**src/rtl/dom_sched_pkg.sv**
```systemverilog
// rtl/dom_sched_pkg.sv - shared constants and helpers for the masked GF(4) multiplier scheduler
package dom_sched_pkg;

    localparam int LFSR_W = 32;
    // Galois right-shift toggle mask for x^32 + x^22 + x^2 + x + 1
    localparam logic [LFSR_W-1:0] LFSR_POLY = 32'h8020_0003;
    localparam int MAX_REQ = 8;

    function automatic int zwidth(input int shares);
        return 2 * shares * (shares - 1);
    endfunction

    // Returns {found, index} of the first set bit at or above ptr, wrapping at n
    function automatic logic [3:0] rr_first(input logic [MAX_REQ-1:0] req,
                                            input logic [2:0] ptr,
                                            input int n);
        logic [3:0] res;
        int idx;
        res = '0;
        for (int i = n - 1; i >= 0; i--) begin
            idx = (int'(ptr) + i) % n;
            if (req[idx]) res = {1'b1, idx[2:0]};
        end
        return res;
    endfunction

endpackage

```
**src/rtl/dom_mul_gf4_sched_if.sv**
```systemverilog
// rtl/dom_mul_gf4_sched_if.sv - requester and multiplier signal bundle for the scheduler
interface dom_mul_gf4_sched_if
    import dom_sched_pkg::*;
#(
    parameter int SHARES = 2,
    parameter int NREQ   = 2
);
    localparam int SW = 4 * SHARES;
    localparam int ZW = zwidth(SHARES);

    logic [NREQ-1:0]    ReqValidxSI;
    logic [NREQ-1:0]    ReqReadyxSO;
    logic [NREQ*SW-1:0] _ReqXxDI;
    logic [NREQ*SW-1:0] _ReqYxDI;
    logic               HoldxSI;
    logic [SW-1:0]      _MulXxDO;
    logic [SW-1:0]      _MulYxDO;
    logic [ZW-1:0]      _MulZxDO;
    logic [SW-1:0]      _MulQxDI;
    logic [NREQ-1:0]    RspValidxSO;
    logic [SW-1:0]      _QxDO;
    logic               IdlexSO;

    modport slave (
        input  ReqValidxSI, _ReqXxDI, _ReqYxDI, HoldxSI, _MulQxDI,
        output ReqReadyxSO, _MulXxDO, _MulYxDO, _MulZxDO, RspValidxSO, _QxDO, IdlexSO
    );

    modport master (
        output ReqValidxSI, _ReqXxDI, _ReqYxDI, HoldxSI, _MulQxDI,
        input  ReqReadyxSO, _MulXxDO, _MulYxDO, _MulZxDO, RspValidxSO, _QxDO, IdlexSO
    );

endinterface

```
**src/rtl/dom_rand_lfsr.sv**
```systemverilog
// rtl/dom_rand_lfsr.sv - 32-bit Galois LFSR supplying fresh masking randomness per issue
module dom_rand_lfsr
    import dom_sched_pkg::*;
#(
    parameter logic [LFSR_W-1:0] SEED  = 32'h1,
    parameter int                OUT_W = 4
) (
    input  logic             clk,
    input  logic             resetn,
    input  logic             step,
    output logic [OUT_W-1:0] rnd
);

    logic [LFSR_W-1:0] state;

    always_ff @(posedge clk) begin
        if (!resetn) begin
            state <= SEED;
        end else if (step) begin
            state <= {1'b0, state[LFSR_W-1:1]} ^ (state[0] ? LFSR_POLY : '0);
        end
    end

    assign rnd = state[OUT_W-1:0];

endmodule

```
**src/rtl/dom_mul_gf4_sched.sv**
```systemverilog
// rtl/dom_mul_gf4_sched.sv - round-robin sharing of one pipelined DOM GF(4) multiplier (SCHED_ZERO_RAND_EN ties Z to 0)
module dom_mul_gf4_sched
    import dom_sched_pkg::*;
#(
    parameter int          SHARES    = 2,
    parameter int          NREQ      = 2,
    parameter int          MUL_LAT   = 1,
    parameter logic [31:0] LFSR_SEED = 32'hACE1_2468
) (
    input logic                ClkxCI,
    input logic                RstxBI,
    dom_mul_gf4_sched_if.slave bus
);

    localparam int SW = 4 * SHARES;
    localparam int ZW = zwidth(SHARES);

    logic [2:0]         ptr;
    logic [MAX_REQ-1:0] req_ext;
    logic [3:0]         pick;
    logic [2:0]         gidx;
    logic               grant_hit;
    logic [NREQ-1:0]    grant;
    logic [SW-1:0]      mul_x;
    logic [SW-1:0]      mul_y;
    logic [MUL_LAT-1:0] tag_vld;
    logic [NREQ-1:0]    tag_id [MUL_LAT];

    always_comb begin
        req_ext = '0;
        req_ext[NREQ-1:0] = bus.ReqValidxSI;
        pick      = rr_first(req_ext, ptr, NREQ);
        gidx      = pick[2:0];
        grant_hit = pick[3] & ~bus.HoldxSI & RstxBI;
        grant     = grant_hit ? (NREQ'(1) << gidx) : '0;
    end

    // Operands stay zero when nothing issues so the multiplier inputs do not toggle
    always_comb begin
        mul_x = '0;
        mul_y = '0;
        for (int r = 0; r < NREQ; r++) begin
            if (grant[r]) begin
                mul_x = mul_x | bus._ReqXxDI[r*SW +: SW];
                mul_y = mul_y | bus._ReqYxDI[r*SW +: SW];
            end
        end
    end

    always_ff @(posedge ClkxCI) begin
        if (!RstxBI) begin
            ptr <= 3'd0;
        end else if (grant_hit) begin
            ptr <= (gidx == 3'(NREQ - 1)) ? 3'd0 : gidx + 3'd1;
        end
    end

    always_ff @(posedge ClkxCI) begin
        if (!RstxBI) begin
            tag_vld <= '0;
            for (int s = 0; s < MUL_LAT; s++) tag_id[s] <= '0;
        end else begin
            tag_vld[0] <= grant_hit;
            tag_id[0]  <= grant;
            for (int s = 1; s < MUL_LAT; s++) begin
                tag_vld[s] <= tag_vld[s-1];
                tag_id[s]  <= tag_id[s-1];
            end
        end
    end

    assign bus.ReqReadyxSO = grant;
    assign bus._MulXxDO    = mul_x;
    assign bus._MulYxDO    = mul_y;
    assign bus.RspValidxSO = (RstxBI && tag_vld[MUL_LAT-1]) ? tag_id[MUL_LAT-1] : '0;
    assign bus._QxDO       = bus._MulQxDI;
    assign bus.IdlexSO     = ~RstxBI | ~(|tag_vld);

`ifdef SCHED_ZERO_RAND_EN
    assign bus._MulZxDO = '0;
`else
    localparam logic [LFSR_W-1:0] SEED_EFF = (LFSR_SEED == '0) ? LFSR_W'(1) : LFSR_SEED;

    // Advancing only on issue guarantees each Z value feeds exactly one operation
    dom_rand_lfsr #(
        .SEED  (SEED_EFF),
        .OUT_W (ZW)
    ) u_lfsr (
        .clk    (ClkxCI),
        .resetn (RstxBI),
        .step   (grant_hit),
        .rnd    (bus._MulZxDO)
    );
`endif

endmodule

```
**src/flat_wrapper.sv**
```systemverilog
// flat-port wrapper written by rule: the top's interface ports become plain ports
module dom_mul_gf4_sched_flat import dom_sched_pkg::*;
#(
    parameter int          SHARES    = 2,
    parameter int          NREQ      = 2,
    parameter int          MUL_LAT   = 1,
    parameter logic [31:0] LFSR_SEED = 32'hACE1_2468
)
  (ClkxCI, RstxBI, bus_ReqValidxSI, bus__ReqXxDI, bus__ReqYxDI, bus_HoldxSI, bus__MulQxDI, bus_ReqReadyxSO, bus__MulXxDO, bus__MulYxDO, bus__MulZxDO, bus_RspValidxSO, bus__QxDO, bus_IdlexSO);
  dom_mul_gf4_sched_if #(.SHARES(SHARES), .NREQ(NREQ)) bus_i ();
  input logic ClkxCI;
  input logic RstxBI;
  input wire logic [$bits(bus_i.ReqValidxSI)-1:0] bus_ReqValidxSI;
  input wire logic [$bits(bus_i._ReqXxDI)-1:0] bus__ReqXxDI;
  input wire logic [$bits(bus_i._ReqYxDI)-1:0] bus__ReqYxDI;
  input wire logic [$bits(bus_i.HoldxSI)-1:0] bus_HoldxSI;
  input wire logic [$bits(bus_i._MulQxDI)-1:0] bus__MulQxDI;
  output wire logic [$bits(bus_i.ReqReadyxSO)-1:0] bus_ReqReadyxSO;
  output wire logic [$bits(bus_i._MulXxDO)-1:0] bus__MulXxDO;
  output wire logic [$bits(bus_i._MulYxDO)-1:0] bus__MulYxDO;
  output wire logic [$bits(bus_i._MulZxDO)-1:0] bus__MulZxDO;
  output wire logic [$bits(bus_i.RspValidxSO)-1:0] bus_RspValidxSO;
  output wire logic [$bits(bus_i._QxDO)-1:0] bus__QxDO;
  output wire logic [$bits(bus_i.IdlexSO)-1:0] bus_IdlexSO;
  assign bus_i.ReqValidxSI = bus_ReqValidxSI;
  assign bus_i._ReqXxDI = bus__ReqXxDI;
  assign bus_i._ReqYxDI = bus__ReqYxDI;
  assign bus_i.HoldxSI = bus_HoldxSI;
  assign bus_i._MulQxDI = bus__MulQxDI;
  assign bus_ReqReadyxSO = bus_i.ReqReadyxSO;
  assign bus__MulXxDO = bus_i._MulXxDO;
  assign bus__MulYxDO = bus_i._MulYxDO;
  assign bus__MulZxDO = bus_i._MulZxDO;
  assign bus_RspValidxSO = bus_i.RspValidxSO;
  assign bus__QxDO = bus_i._QxDO;
  assign bus_IdlexSO = bus_i.IdlexSO;
  dom_mul_gf4_sched #(.SHARES(SHARES), .NREQ(NREQ), .MUL_LAT(MUL_LAT), .LFSR_SEED(LFSR_SEED)) u_core (.ClkxCI(ClkxCI), .RstxBI(RstxBI), .bus(bus_i));
endmodule
```
**config.mk**
```make
export PLATFORM = sky130hd
export DESIGN_NAME = dom_mul_gf4_sched_flat
export DESIGN_NICKNAME = d
export VERILOG_FILES = /design/src/rtl/dom_sched_pkg.sv /design/src/rtl/dom_mul_gf4_sched_if.sv /design/src/rtl/dom_rand_lfsr.sv /design/src/rtl/dom_mul_gf4_sched.sv /design/src/flat_wrapper.sv
export SDC_FILE = /design/constraint.sdc
export NUM_CORES = 1
export LEC_CHECK = 0
export ABC_AREA = 1
export BUFFER_PORTS_ARGS = -buffer_cell sky130_fd_sc_hd__buf_2
export CORE_ASPECT_RATIO = 0.9
export CORE_UTILIZATION = 41
export DETAILED_ROUTE_END_ITERATION = 10
export PLACE_DENSITY = 0.74
export SLEW_MARGIN = 20
export SYNTH_ARGS = -nofsm -noshare
export SYNTH_HDL_FRONTEND = slang
export SYNTH_SLANG_ARGS = --single-unit
export TNS_END_PERCENT = 50
```
**constraint.sdc**
```tcl
create_clock -name ClkxCI -period 1.25 [get_ports ClkxCI]
set_clock_uncertainty 0.2 [all_clocks]
set_input_delay 0.0625 -clock ClkxCI [delete_from_list [all_inputs] [get_ports ClkxCI]]
set_output_delay 0.0625 -clock ClkxCI [all_outputs]
set_load 0.01 [all_outputs]
```
Word-level counts from Yosys, hierarchy flattened:

Memory sizes are Yosys's and may differ from the RTL's.
Cells that the tools add are included.
Widths: inputs -> output; s select.

* register bits after elaboration: 34
* memory bits (writable): 2
* input bits: 45
* memories kept: 1

Memory list
* u_core.tag_id: depth 1, bits a word 2, rd ports 1, clocked after Yosys merged registers in 0, wr ports 1, RTL line dom_mul_gf4_sched.sv:27 `logic [NREQ-1:0] tag_id [MUL_LAT];`

* $add $sub $neg: 2
* magnitude comparators: 2
* equal/unequal tests: 1
* shifts and indexed selects: 1
* muxes and demuxes: 19
* bitwise operators: 10
* reductions and logical operators: 2

Operator list (number)
* $mux 32: 1
* $mux 8: 4
* $xor 31x32->32: 1
* $or 8x8->8: 2
* $mux 1: 8
* $mux 4: 2
* $mux 2: 3
* $lt 2x5->1 const B: 1
* $lt 1x4->1 const B: 1
* $eq 3x1->1 const B: 1
* $not 1->1: 3
* $shl 1x3->2 const A: 1
* $add 1x1->1 const B: 2
* $and 1x1->1: 2
* $bmux 1 s2: 1
* $reduce_or 2->1: 1
* $and 1x1->1 const A: 1
* $logic_and 1x1->1: 1
* $or 1x1->1: 1

Logic depth before layout (Yosys ltp):

Gate-level depths: netlist of run 1.

* depth in word-level cells: 13
* gate-level depth with buffers: 7
* gate-level depth less buffers: 6

Cells and area by module:

From an unflattened synthesis of run 1, not the netlist that was laid out.

* cells, all modules: 239
* area, all modules: 1737.9 um2

Modules (own cells, without submodules)
* dom_rand_lfsr: instances 1, cells each 151, area each 1166.1 um2, sequential area each 640.6 um2
* dom_mul_gf4_sched: instances 1, cells each 88, area each 571.8 um2, sequential area each 80.1 um2

Worst setup path before layout of run 1:

OpenSTA, ideal clock, no wires.

* path kind: reg-to-output
* start: register u_core.ptr[0]
* end: output bus__MulXxDO[2]
* data arrival time: 1.004 ns
* setup slack: -0.016 ns
* stages on the path, launching flop included: 8
* path buffers: 2
* cells stage by stage: dfxtp_1 -> inv_1 -> nand2_1 -> nand2_1 -> buf_2 -> buf_2 -> nand4_1 -> nand2_1

* word-level cells in the longest chain between the ends: 13
* elaborated cells between the ends (all ways): 16
* classes of those cells: add/sub (1); shift (1); mux (10); bitwise (4)

RTL lines
* from (decl): RTL line dom_mul_gf4_sched.sv:18 `logic [2:0] ptr;`
* from (signal assigned): RTL line dom_mul_gf4_sched.sv:54 `ptr <= (gidx == 3'(NREQ - 1)) ? 3'd0 : gidx + 3'd1;`
* $add 1x1->1: RTL line dom_sched_pkg.sv:21 `idx = (int'(ptr) + i) % n;`
* $and 1x1->1 (no line)
* $bmux 1 s2: RTL line dom_sched_pkg.sv:22 `if (req[idx]) res = {1'b1, idx[2:0]};`
* $mux 1 (implied by the code) (2 in series): RTL line dom_sched_pkg.sv:22
* $mux 4: RTL line dom_sched_pkg.sv:22
* $mux 4 *: RTL line dom_sched_pkg.sv:22
* $and 1x1->1 (2 in series): RTL line dom_mul_gf4_sched.sv:34 `grant_hit = pick[3] & ~bus.HoldxSI & RstxBI;`
* $mux 2 *: RTL line dom_mul_gf4_sched.sv:35 `grant = grant_hit ? (NREQ'(1) << gidx) : '0;`
* $mux 8: RTL line dom_mul_gf4_sched.sv:43 `if (grant[r]) begin`
* $or 8x8->8: RTL line dom_mul_gf4_sched.sv:44 `mul_x = mul_x | bus._ReqXxDI[r*SW +: SW];`
* $mux 8 *: RTL line dom_mul_gf4_sched.sv:43
* to (decl): RTL line flat_wrapper.sv:19 `output wire logic [$bits(bus_i._MulXxDO)-1:0] bus__MulXxDO;`

Mark *: on every way between the ends. The rest lies on a longest branch, timed or not. The select of a mux whose other input is x is not followed.

Final worst setup path of run 1:

Same ends and word-level chain as after synthesis.

==> flow_summary_export.csv, run 1 <==
group,metric,value,unit
cells_and_area,syn2layout_area_growth,31.3,%
floorplanning,core_region_area,3810,µm²
sta,hold_viol,0,
sta,worstMarginPinSlew,0.284,ns
critical_path,ff2ff_setup_slack,0.11,ns
critical_path,cp.arrival,1.26,ns
critical_path,criticalPathCategory,"flip-flop to primary output",
sta,setup_violations,18,
route,vias_per_cell,5.04,
yosys,synth_fa_ha_area_share,0,%
route,drc,0,
route,ant_nets,0,
worst_hold_path,hp-class,"primary input to flip-flop",
global_route,grt_pass1_vias,1528,
yosys,synthSimpleGateAreaFrac,38.8,%
route,dr.pass1.iters,5,
placement,dpl.hpwl,2760,µm
clock_network,cts.sinks,36,
yosys,async_flop_share,0,%
yosys,yosysSeqAreaShare,43.0,%
cells_and_area,layout-drive-gt1-share,29.9,%
yosys,netlist_instances,236,
yosys,ys_top_cells_by_count,"nand2_1 (68), dfxtp_1 (36), nor2_1 (30), nand3_1 (28), nand4_1 (17)",
yosys,synth_top_area_share,43.0,%
pwr,max-vdd-ir-drop,0.000902,V
yosys,yosysWarnings,0,
sta,rsz0062_at_grt,"yes",
critical_path,slowest_delay,0.32,ns
yosys,synth_fp_nets,281,
critical_path,required,0.99,ns
clock_network,h-tree-depth,2,
yosys,synth_cell_types,19,
yosys,netlist_area,1680,µm²
outcome,status,"finished with violations",
global_route,grt_first_pass_wirelength,6660,µm
pwr,fin_total_pwr,2570,µW
route,vias,1733,
floorplanning,rows,21,
yosys,synth_seq_cells,36,
floorplanning,start_util,44.0,%
placement,dp.cells,328,
global_route,antenna_found_initial,0,
worst_hold_path,min_path_cells,4,
yosys,synth-compound-area-share,4.03,%
sta,post-route-period-util,122,%
floorplanning,die_y,62.7,µm
clock_network,max-clock-path-buffers,2,
critical_path,r2r_cells,6,
sta,fmax,657,MHz
pwr,power_density,1170,nW/µm²
cells_and_area,fin_util,57.8,%
sta,setup_slack,-0.273,ns
critical_path,crit_path_top_delay_cell,"dfxtp_2",
cells_and_area,nets,343,
yosys,avgSynthCellArea,7.11,µm²
critical_path,crit_fanout,16,
sta,maxSlewHeadroom,81.0,%
cells_and_area,fin_cells,344,
yosys,ys.flop_type,"dfxtp_1",
yosys,yosysTopAreaCell,"dfxtp_1",
yosys,synth_edf_count,0,
outcome,violations,"negative setup slack",
critical_path,reg2reg_from,"u_core.ptr[0]",
clock_network,clk_pin_slew,0.07,ns
floorplanning,die-area,4350,µm²
sta,worst_hold_slack,0.0189,ns
global_route,grt_overflow_total,0,
placement,place_congestion,0.778,
flow_run,cap_violations,0,
global_route,grt_max_degree,27,
sta,timing.final.crit_period,1.52,ns
critical_path,path_buf_inv,4,
critical_path,cp_top_family,"buffers and inverters",
yosys,synth_area_leaders,"dfxtp_1 (43%), nand2_1 (15%), nand3_1 (8.4%)",
clock_network,cts_root_buffer,"clkbuf_8",
critical_path,start_kind,"flip-flop",
route,drt_iter0_drc,95,
yosys,synth_top_family_by_area,"simple AND/OR/NAND/NOR gates",
floorplanning,die_w,69.4,µm
yosys,synth_most_common_cell,"nand2_1",
critical_path,timing.rr.end,"u_core.ptr[0]",
placement,post-place-ws,-0.0539,ns
yosys,synth-xor-area-share,1.04,%
worst_hold_path,hold_end,"u_core.tag_id[0][1]",
floorplanning,io_pins,78,
route,wl_per_cell,11.6,µm
sta,slew_viol_final,0,
yosys,synth_mux_area_share,0,%
critical_path,crit_top_cell,"inv_2",
route,wl,4000,µm
clock_network,clk_latency,0.28,ns
placement,port_buffers,61,
critical_path,worst_setup_path_end_kind,"primary output",
global_route,grtUsageTotal,18.5,%
clock_network,post_cts_buffers,0,
pwr,p_leak,0.00114,µW
clock_network,cts_tree,"done",
worst_hold_path,hold_start,"bus_HoldxSI",
cells_and_area,diodes,0,
clock_network,cts_buffers,5,
critical_path,crit_path_cell_trace,"inv_2 -> nand2_2 -> nand2_4 -> inv_2 -> buf_12 -> nand3_1 -> nand2_1 -> buf_2",
## worst min-delay path, stage by stage
cell and delay, ns:
buf_2 0.12, nor2_1 0.08, nand2_1 0.14, nor2_1 0.05
## logic make-up (layout without fill, tap and decap cells)
kind of cell / Yosys count / in the layout
flip-flops: 36 / 36
buffers and inverters: 39 / 101
AO/OA/AOI/OAI: 13 / 13
AND/OR/NAND/NOR: 146 / 146
XOR/XNOR: 2 / 2
## stage by stage
| stage | area, µm² | TNS (ns) |
|---|---|---|
| 2_1_floorplan | 1680 | 0 |
| 3_3_place_gp | 2000 | -0.368 |
| 3_5_place_dp | 2000 | -0.604 |
| 4_1_cts | 2200 | -4.35 |
| 5_1_grt | 2200 | -5.89 |
| 6_report | 2200 | -4.34 |
## metal layers
| layer | track usage, % | vias to the layer above | share of wire (%) |
|---|---|---|---|
| met5 | 0 | - | 0 |
| met4 | 4.34 | 0 | 0.73 |
| met3 | 5.65 | 2 | 8.4 |
| met2 | 32.6 | 73 | 50 |
| met1 | 21.8 | 780 | 41 |
| li1 | - | 878 | - |
## registers in the layout, indices dropped and copies added (netlist names)
| name | flops |
|---|---|
| u_core.tag_vld | 1 |
| u_core.tag_id | 2 |
| u_core.ptr | 1 |
| u_core.u_lfsr.state | 32 |
## power breakdown
part / internal (µW) / switching, µW
sequential: 1220 / 40.6
combinational: 198 / 244
clock: 490 / 377
## cell type report
type	instances	area (µm²)
Timing Repair Buffer	81	528
Tap cell	46	57.6
Inverter	13	51.3
Clock buffer	7	96.3
Sequential cell	36	722
Multi-Input combinational cell	161	748
Fill cell	359	1610
## worst max-delay path by stage
stage | start | end | slack, ns | depth (start not counted)
finish | u_core.ptr[0] | bus__MulXxDO[2] | -0.27 | 8
floorplan | u_core.ptr[0] | bus__MulXxDO[2] | 0.02 | 7
CTS | u_core.ptr[0] | bus__MulXxDO[0] | -0.27 | 8
detailed placement | u_core.ptr[0] | bus__MulXxDO[0] | -0.05 | 8
global route | u_core.ptr[0] | bus__MulYxDO[5] | -0.36 | 8
global placement | bus_ReqValidxSI[0] | bus__MulYxDO[6] | -0.05 | 7
## layout by cell type, fill, tap and decap left out
cell type / Yosys / final
dfxtp_1: 36 / 35
nand4_1: 17 / 17
inv_2: 0 / 2
dfxtp_2: 0 / 1
nand3_1: 28 / 28
nand3_2: 2 / 2
buf_12: 0 / 4
xnor2_1: 1 / 1
nand2_2: 0 / 1
o21ai_0: 4 / 4
o211ai_1: 1 / 1
a21oi_1: 8 / 8
nor2_1: 30 / 29
inv_4: 1 / 1
buf_2: 7 / 61
nor3_4: 1 / 1
nand2_1: 68 / 66
xor2_1: 1 / 1
nand2_4: 0 / 1
inv_1: 12 / 10
nor2_2: 0 / 1
dlygate4sd3_1: 0 / 9
clkbuf_8: 0 / 7
buf_4: 13 / 7
## timing repair
| item | 4_1_cts | 5_1_grt |
|---|---|---|
| hold buffers | 9 | 0 |
| pin swaps | 1 | 0 |
| endpoints found under the hold margin | 9 | 0 |
| resized for setup | 7 | 0 |
| setup endpoints to repair | 18 | 18 |
(Power assumes the default switching activity.)
==> inputs of run 2 (changes only) <==
==> constraint.sdc (replaced) <==
create_clock -name ClkxCI -period 1.25 [get_ports ClkxCI]
set_clock_uncertainty 0.2 [all_clocks]
set_input_delay 0.25 -clock ClkxCI [delete_from_list [all_inputs] [get_ports ClkxCI]]
set_output_delay 0.25 -clock ClkxCI [all_outputs]
set_load 0.01 [all_outputs]
==> run 2 against run 1 <==
Against the previous run:
- the run still ends with negative setup slack left
- clock power rose by 16%
- worst hold slack gained 0.17 ns
- wire length grew 16%
- first-iteration DRC count is 18% lower
- cell count is 2.3% higher
- combinational power is 20% higher
- core utilization increased by 6.9 points
- worst setup slack lost 0.27 ns
- sequential share of layout area is 3.1 points lower
- sequential cell count stayed put
- critical path type unchanged
- highest routed layer unchanged
==> flow_summary_export.csv, run 2 (synthesis gave the netlist of run 1 again) <==
group,metric,value,unit
global_route,grt_overflow_total,0,
critical_path,crit_path_top_delay_cell,"dfxtp_2",
critical_path,ff2ff_setup_slack,0,ns
floorplanning,die_w,69.4,µm
route,drc,0,
clock_network,h-tree-depth,2,
worst_hold_path,hold_start,"RstxBI",
clock_network,max-clock-path-buffers,2,
pwr,max-vdd-ir-drop,0.000823,V
critical_path,timing.rr.end,"u_core.ptr[0]",
critical_path,worst_setup_path_end_kind,"primary output",
critical_path,start_kind,"flip-flop",
sta,setup_violations,22,
cells_and_area,fin_util,64.7,%
floorplanning,die-area,4350,µm²
worst_hold_path,min_path_cells,3,
cells_and_area,largest_register_ffs,32,
cells_and_area,final_common_cell,"nand2_1",
route,wl_per_cell,13.2,µm
placement,dpl.hpwl,2880,µm
sta,rsz0062_at_grt,"yes",
critical_path,r2r_cells,8,
cells_and_area,layout-drive-gt1-share,43.9,%
sta,worstMarginPinSlew,0.406,ns
outcome,status,"finished with violations",
route,dr.pass1.iters,4,
sta,post-route-period-util,143,%
critical_path,crit_path_cell_trace,"inv_2 -> nand2_2 -> nand2_4 -> buf_6 -> nand4_1 -> nand2_1 -> buf_2",
global_route,grt_pass1_vias,1574,
pwr,p_leak,0.00120,µW
critical_path,slowest_delay,0.32,ns
placement,place_congestion,0.763,
floorplanning,die_y,62.7,µm
critical_path,reg2reg_from,"u_core.ptr[0]",
critical_path,cp.arrival,1.34,ns
critical_path,criticalPathCategory,"flip-flop to primary output",
floorplanning,start_util,44.0,%
clock_network,clk_latency,0.29,ns
clock_network,cts.sinks,36,
cells_and_area,top_register,"u_core.u_lfsr.state",
outcome,violations,"negative setup slack",
pwr,power_density,1140,nW/µm²
critical_path,cp_top_family,"simple AND/OR/NAND/NOR gates",
sta,slew_viol_final,0,
critical_path,path_buf_inv,3,
pwr,fin_total_pwr,2800,µW
route,ant_nets,0,
route,vias_per_cell,5.09,
clock_network,cts_buffers,5,
sta,timing.final.crit_period,1.79,ns
route,drt_iter0_drc,78,
sta,hold_viol,0,
critical_path,required,0.80,ns
cells_and_area,layout_common_cells,"nand2_1 (54), buf_2 (46), dfxtp_1 (30), nor2_1 (28), buf_6 (22)",
sta,maxSlewHeadroom,72.9,%
global_route,grtUsageTotal,19.3,%
cells_and_area,reg_top3,"u_core.u_lfsr.state (32), u_core.tag_id (2)",
global_route,grt_first_pass_wirelength,6740,µm
floorplanning,core_region_area,3810,µm²
flow_run,cap_violations,0,
clock_network,cts_root_buffer,"clkbuf_8",
placement,port_buffers,61,
sta,setup_slack,-0.540,ns
global_route,grt_max_degree,25,
route,wl,4630,µm
floorplanning,io_pins,78,
sta,fmax,559,MHz
cells_and_area,syn2layout_area_growth,46.9,%
cells_and_area,nets,349,
clock_network,cts_tree,"done",
worst_hold_path,hold_end,"u_core.u_lfsr.state[16]",
route,vias,1791,
global_route,antenna_found_initial,1,
clock_network,clk_pin_slew,0.08,ns
floorplanning,rows,21,
cells_and_area,n_fill_cell,316,
worst_hold_path,hp-class,"primary input to flip-flop",
critical_path,crit_fanout,5,
run 2: cell count changes in the layout (fill, tap and decap cells not counted), moves of 8 or more:
cell,change
buf_6,+22
nand3_1,-9
dlygate4sd3_1,-9
buf_4,+8
buf_2,-15
nand2_2,+11
nand2_1,-12
nand3_2,+9
run 2: power breakdown:
| group | internal [µW] | total (µW) | leakage, µW | switching (µW) |
|---|---|---|---|---|
| logic | 256 | 529 | 0.000849 | 273 |
| registers | 1220 | 1270 | 0.000299 | 41.8 |
| clock network | 592 | 1010 | 0.0000552 | 416 |
| total | 2070 | 2800 | 0.00120 | 732 |
run 2: layout make-up:
cell class | count | area [µm²] | share of cell area, %
inverters | 13 | 56.3 | 2.28
well taps | 46 | 57.6 | 2.34
clock buffers | 6 | 72.6 | 2.94
multi-input cells | 161 | 840 | 34.1
diodes | 1 | 2.50 | 0.102
flip-flops and latches | 36 | 731 | 29.6
clock inverters | 2 | 35.0 | 1.42
repair buffers | 87 | 671 | 27.2
run 2: metal layers:
layer  up-vias  wire (µm)  GRT usage [%]
li1        891          -              -
met5         -          0              0
met2        57       2280           35.6
met1       830       1910           20.6
met3        13        327           6.61
met4         0        114           5.61
run 2: timing repair:
action,4_1_cts,5_1_grt
setup endpoints to repair,47,34
hold buffers,0,0
resized for setup,29,28
setup buffers,0,2
cloned,0,1
pin swaps,4,13
run 2: tightest hold or removal path, cell delays in order:
cell     delay (ns)
buf_2          0.14
buf_12         0.16
nand3_1        0.08
run 2: metrics by stage:
stage	TNS [ns]	hold slack (ns)	worst slack (ns)	instance area, µm²	instances
after floorplan	-3.22	0.219	-0.221	1730	236
after global placement	-20.54	0.226	-0.556	2100	340
after detailed placement	-21.58	0.237	-0.588	2100	340
after CTS	-8.53	0.182	-0.490	2320	348
after global routing	-10.81	0.203	-0.608	2460	352
final	-8.96	0.193	-0.540	2460	352
run 2: worst max path at each step:
stage | from | cells past startpoint | end | slack (ns)
2_1_floorplan | RstxBI | 6 | bus__MulXxDO[2] | -0.22
3_3_place_gp | bus_ReqValidxSI[1] | 6 | bus__MulYxDO[4] | -0.56
3_5_place_dp | bus_ReqValidxSI[1] | 6 | bus__MulYxDO[4] | -0.59
4_1_cts | u_core.ptr[0] | 7 | bus__MulXxDO[4] | -0.49
5_1_grt | u_core.ptr[0] | 7 | bus__MulYxDO[1] | -0.61
6_report | u_core.ptr[0] | 7 | bus__MulYxDO[1] | -0.54
==> inputs of run 3 (changes only) <==
REMOVE_ABC_BUFFERS = 1   (was default)
==> run 3 against run 2 <==
Against the previous run:
- sequential share of layout area grew 2.9 points
- via count shrank 4.5%
- sequential power is essentially flat
- the run still ends with negative setup slack left
- worst setup slack gained 0.081 ns
- total power shrank 8.9%
==> flow_summary_export.csv, run 3 (synthesis gave the netlist of run 1 again) <==
group,metric,value,unit
outcome,status,"finished with violations",
outcome,violations,"negative setup slack",
route,wl_per_cell,11.9,µm
sta,setup_violations,22,
sta,setup_slack,-0.459,ns
pwr,p_comb_share,17.8,%
global_route,antenna_found_initial,0,
critical_path,required,0.80,ns
critical_path,crit_path_cell_trace,"inv_2 -> nand2_2 -> nand2_4 -> buf_6 -> nand4_1 -> nand2_1 -> buf_2",
critical_path,criticalPathCategory,"flip-flop to primary output",
floorplanning,die_y,62.7,µm
route,vias,1710,
pwr,fin_total_pwr,2550,µW
cells_and_area,syn2layout_area_growth,34.1,%
worst_hold_path,min_path_cells,3,
placement,place_congestion,0.804,
cells_and_area,design_area,2250,µm²
clock_network,h-tree-depth,2,
clock_network,clk_pin_slew,0.07,ns
critical_path,worst_setup_path_end_kind,"primary output",
clock_network,max-clock-path-buffers,2,
cells_and_area,n_fill_cell,350,
sta,slew_viol_final,0,
cells_and_area,reg_top3,"u_core.u_lfsr.state (32), u_core.tag_id (2)",
floorplanning,core_region_area,3810,µm²
sta,post-route-period-util,137,%
global_route,grt_pass1_vias,1563,
cells_and_area,diodes,0,
floorplanning,die-area,4350,µm²
route,dr.pass1.iters,4,
route,wl,4140,µm
pwr,pwr-share-clk,32.6,%
route,ant_nets,0,
global_route,grtUsageTotal,19.7,%
pwr,internal_power,1880,µW
floorplanning,io_pins,78,
placement,port_buffers,61,
critical_path,cp.arrival,1.26,ns
critical_path,timing.rr.end,"u_core.ptr[0]",
critical_path,r2r_cells,8,
critical_path,crit_path_top_delay_cell,"dfxtp_2",
cells_and_area,seqCellArea,733,µm²
sta,hold_viol,0,
flow_run,cap_violations,0,
placement,dpl.hpwl,2770,µm
clock_network,cts_root_buffer,"clkbuf_8",
placement,place_area,2030,µm²
placement,dp.cells,335,
floorplanning,start_util,44.0,%
floorplanning,rows,21,
cells_and_area,multiInputGateArea,761,µm²
sta,fmax,585,MHz
cells_and_area,layout_common_cells,"nand2_1 (63), buf_2 (56), dfxtp_1 (30), nor2_1 (29), nand3_1 (28)",
cells_and_area,largest_register_ffs,32,
worst_hold_path,hold_start,"RstxBI",
pwr,max-vdd-ir-drop,0.000770,V
cells_and_area,layout-drive-gt1-share,37.1,%
pwr,power.switching,679,µW
sta,maxSlewHeadroom,83.4,%
global_route,grt_overflow_total,0,
clock_network,cts_tree,"done",
clock_network,cts_buffers,5,
sta,timing.final.crit_period,1.71,ns
critical_path,reg2reg_from,"u_core.ptr[0]",
route,drc,0,
global_route,grt_first_pass_wirelength,6850,µm
cells_and_area,final_common_cell,"nand2_1",
cells_and_area,nets,346,
pwr,power_density,1140,nW/µm²
worst_hold_path,hp-class,"primary input to flip-flop",
global_route,grt_max_degree,36,
floorplanning,die_w,69.4,µm
critical_path,start_kind,"flip-flop",
clock_network,postCtsHoldBufs,0,
cells_and_area,fin_cells,348,
sta,worstMarginPinSlew,0.248,ns
critical_path,crit_fanout,6,
clock_network,clk_latency,0.29,ns
critical_path,slowest_delay,0.32,ns
clock_network,cts.sinks,36,
cells_and_area,top_register,"u_core.u_lfsr.state",
worst_hold_path,hold_end,"u_core.u_lfsr.state[16]",
placement,post-place-ws,-0.543,ns
pwr,swShare,26.6,%
pwr,seqPwrFrac,49.5,%
route,drt_iter0_drc,22,
route,vias_per_cell,4.91,
critical_path,ff2ff_setup_slack,-0.02,ns
pwr,p_leak,0.00116,µW
sta,rsz0062_at_grt,"yes",
[run 3: changes by cell type in the layout (fill, tap and decap cells not counted), moves of 2 or more]
cell,change
nand2_1,+9
buf_2,+10
nand2_2,-9
nand3_1,+9
nand3_2,-9
buf_6,-13
buf_4,+2
[run 3: critical path, delay by kind of cell (launching register included)]
kind	cells	cell delay [ns]
flip-flops	1	0.32
buffers and inverters	3	0.30
AND/OR/NAND/NOR	4	0.35
[run 3: worst max-delay path by stage]
stage / start / end / slack [ns] / cells after the start
after global routing: u_core.ptr[0] / bus__MulXxDO[0] / -0.55 / 7
after floorplan: bus_ReqValidxSI[1] / bus_ReqReadyxSO[1] / -1.11 / 4
after detailed placement: RstxBI / bus__MulYxDO[0] / -0.54 / 6
after CTS: u_core.ptr[0] / bus__MulXxDO[4] / -0.45 / 7
after global placement: RstxBI / bus__MulXxDO[3] / -0.50 / 6
final: u_core.ptr[0] / bus__MulYxDO[6] / -0.46 / 7
[run 3: metrics by stage]
stage / utilization (%) / TNS (ns) / hold slack, ns
6_report: 59.0 / -7.95 / 0.191
5_1_grt: 59.0 / -10.22 / 0.189
4_1_cts: 57.5 / -7.97 / 0.176
3_5_place_dp: 53.3 / -18.73 / 0.231
3_3_place_gp: 53.3 / -18.22 / 0.226
2_1_floorplan: - / -29.00 / 0.134
[run 3: cell type report]
cell class,instances,area share (%)
flip-flops and latches,36,32.6
clock inverters,2,0.445
clock buffers,6,3.67
multi-input cells,161,33.8
well taps,46,2.56
repair buffers,84,24.4
inverters,13,2.50
[run 3: metal layers]
metal	share of wire (%)	track usage, %
met1	43	21.7
met2	46	32.9
met3	8.3	8.55
met4	2.1	8.42
met5	0	0
[run 3: power by group through the flow]
stage          Sequential (µW)  Clock (µW)  Combinational, µW
6_report                  1270         833                455
5_1_grt                   1280         919                505
4_1_cts                   1260         862                432
2_1_floorplan             1280           0                188
3_5_place_dp              1290           0                407
3_3_place_gp              1290           0                403
[run 3: repair_timing]
item                                    4_1_cts  5_1_grt
endpoints found under the setup margin       34       36
cloned                                        1        0
pin swaps                                    19        6
setup buffers                                 3        2
resized for setup                            22       14
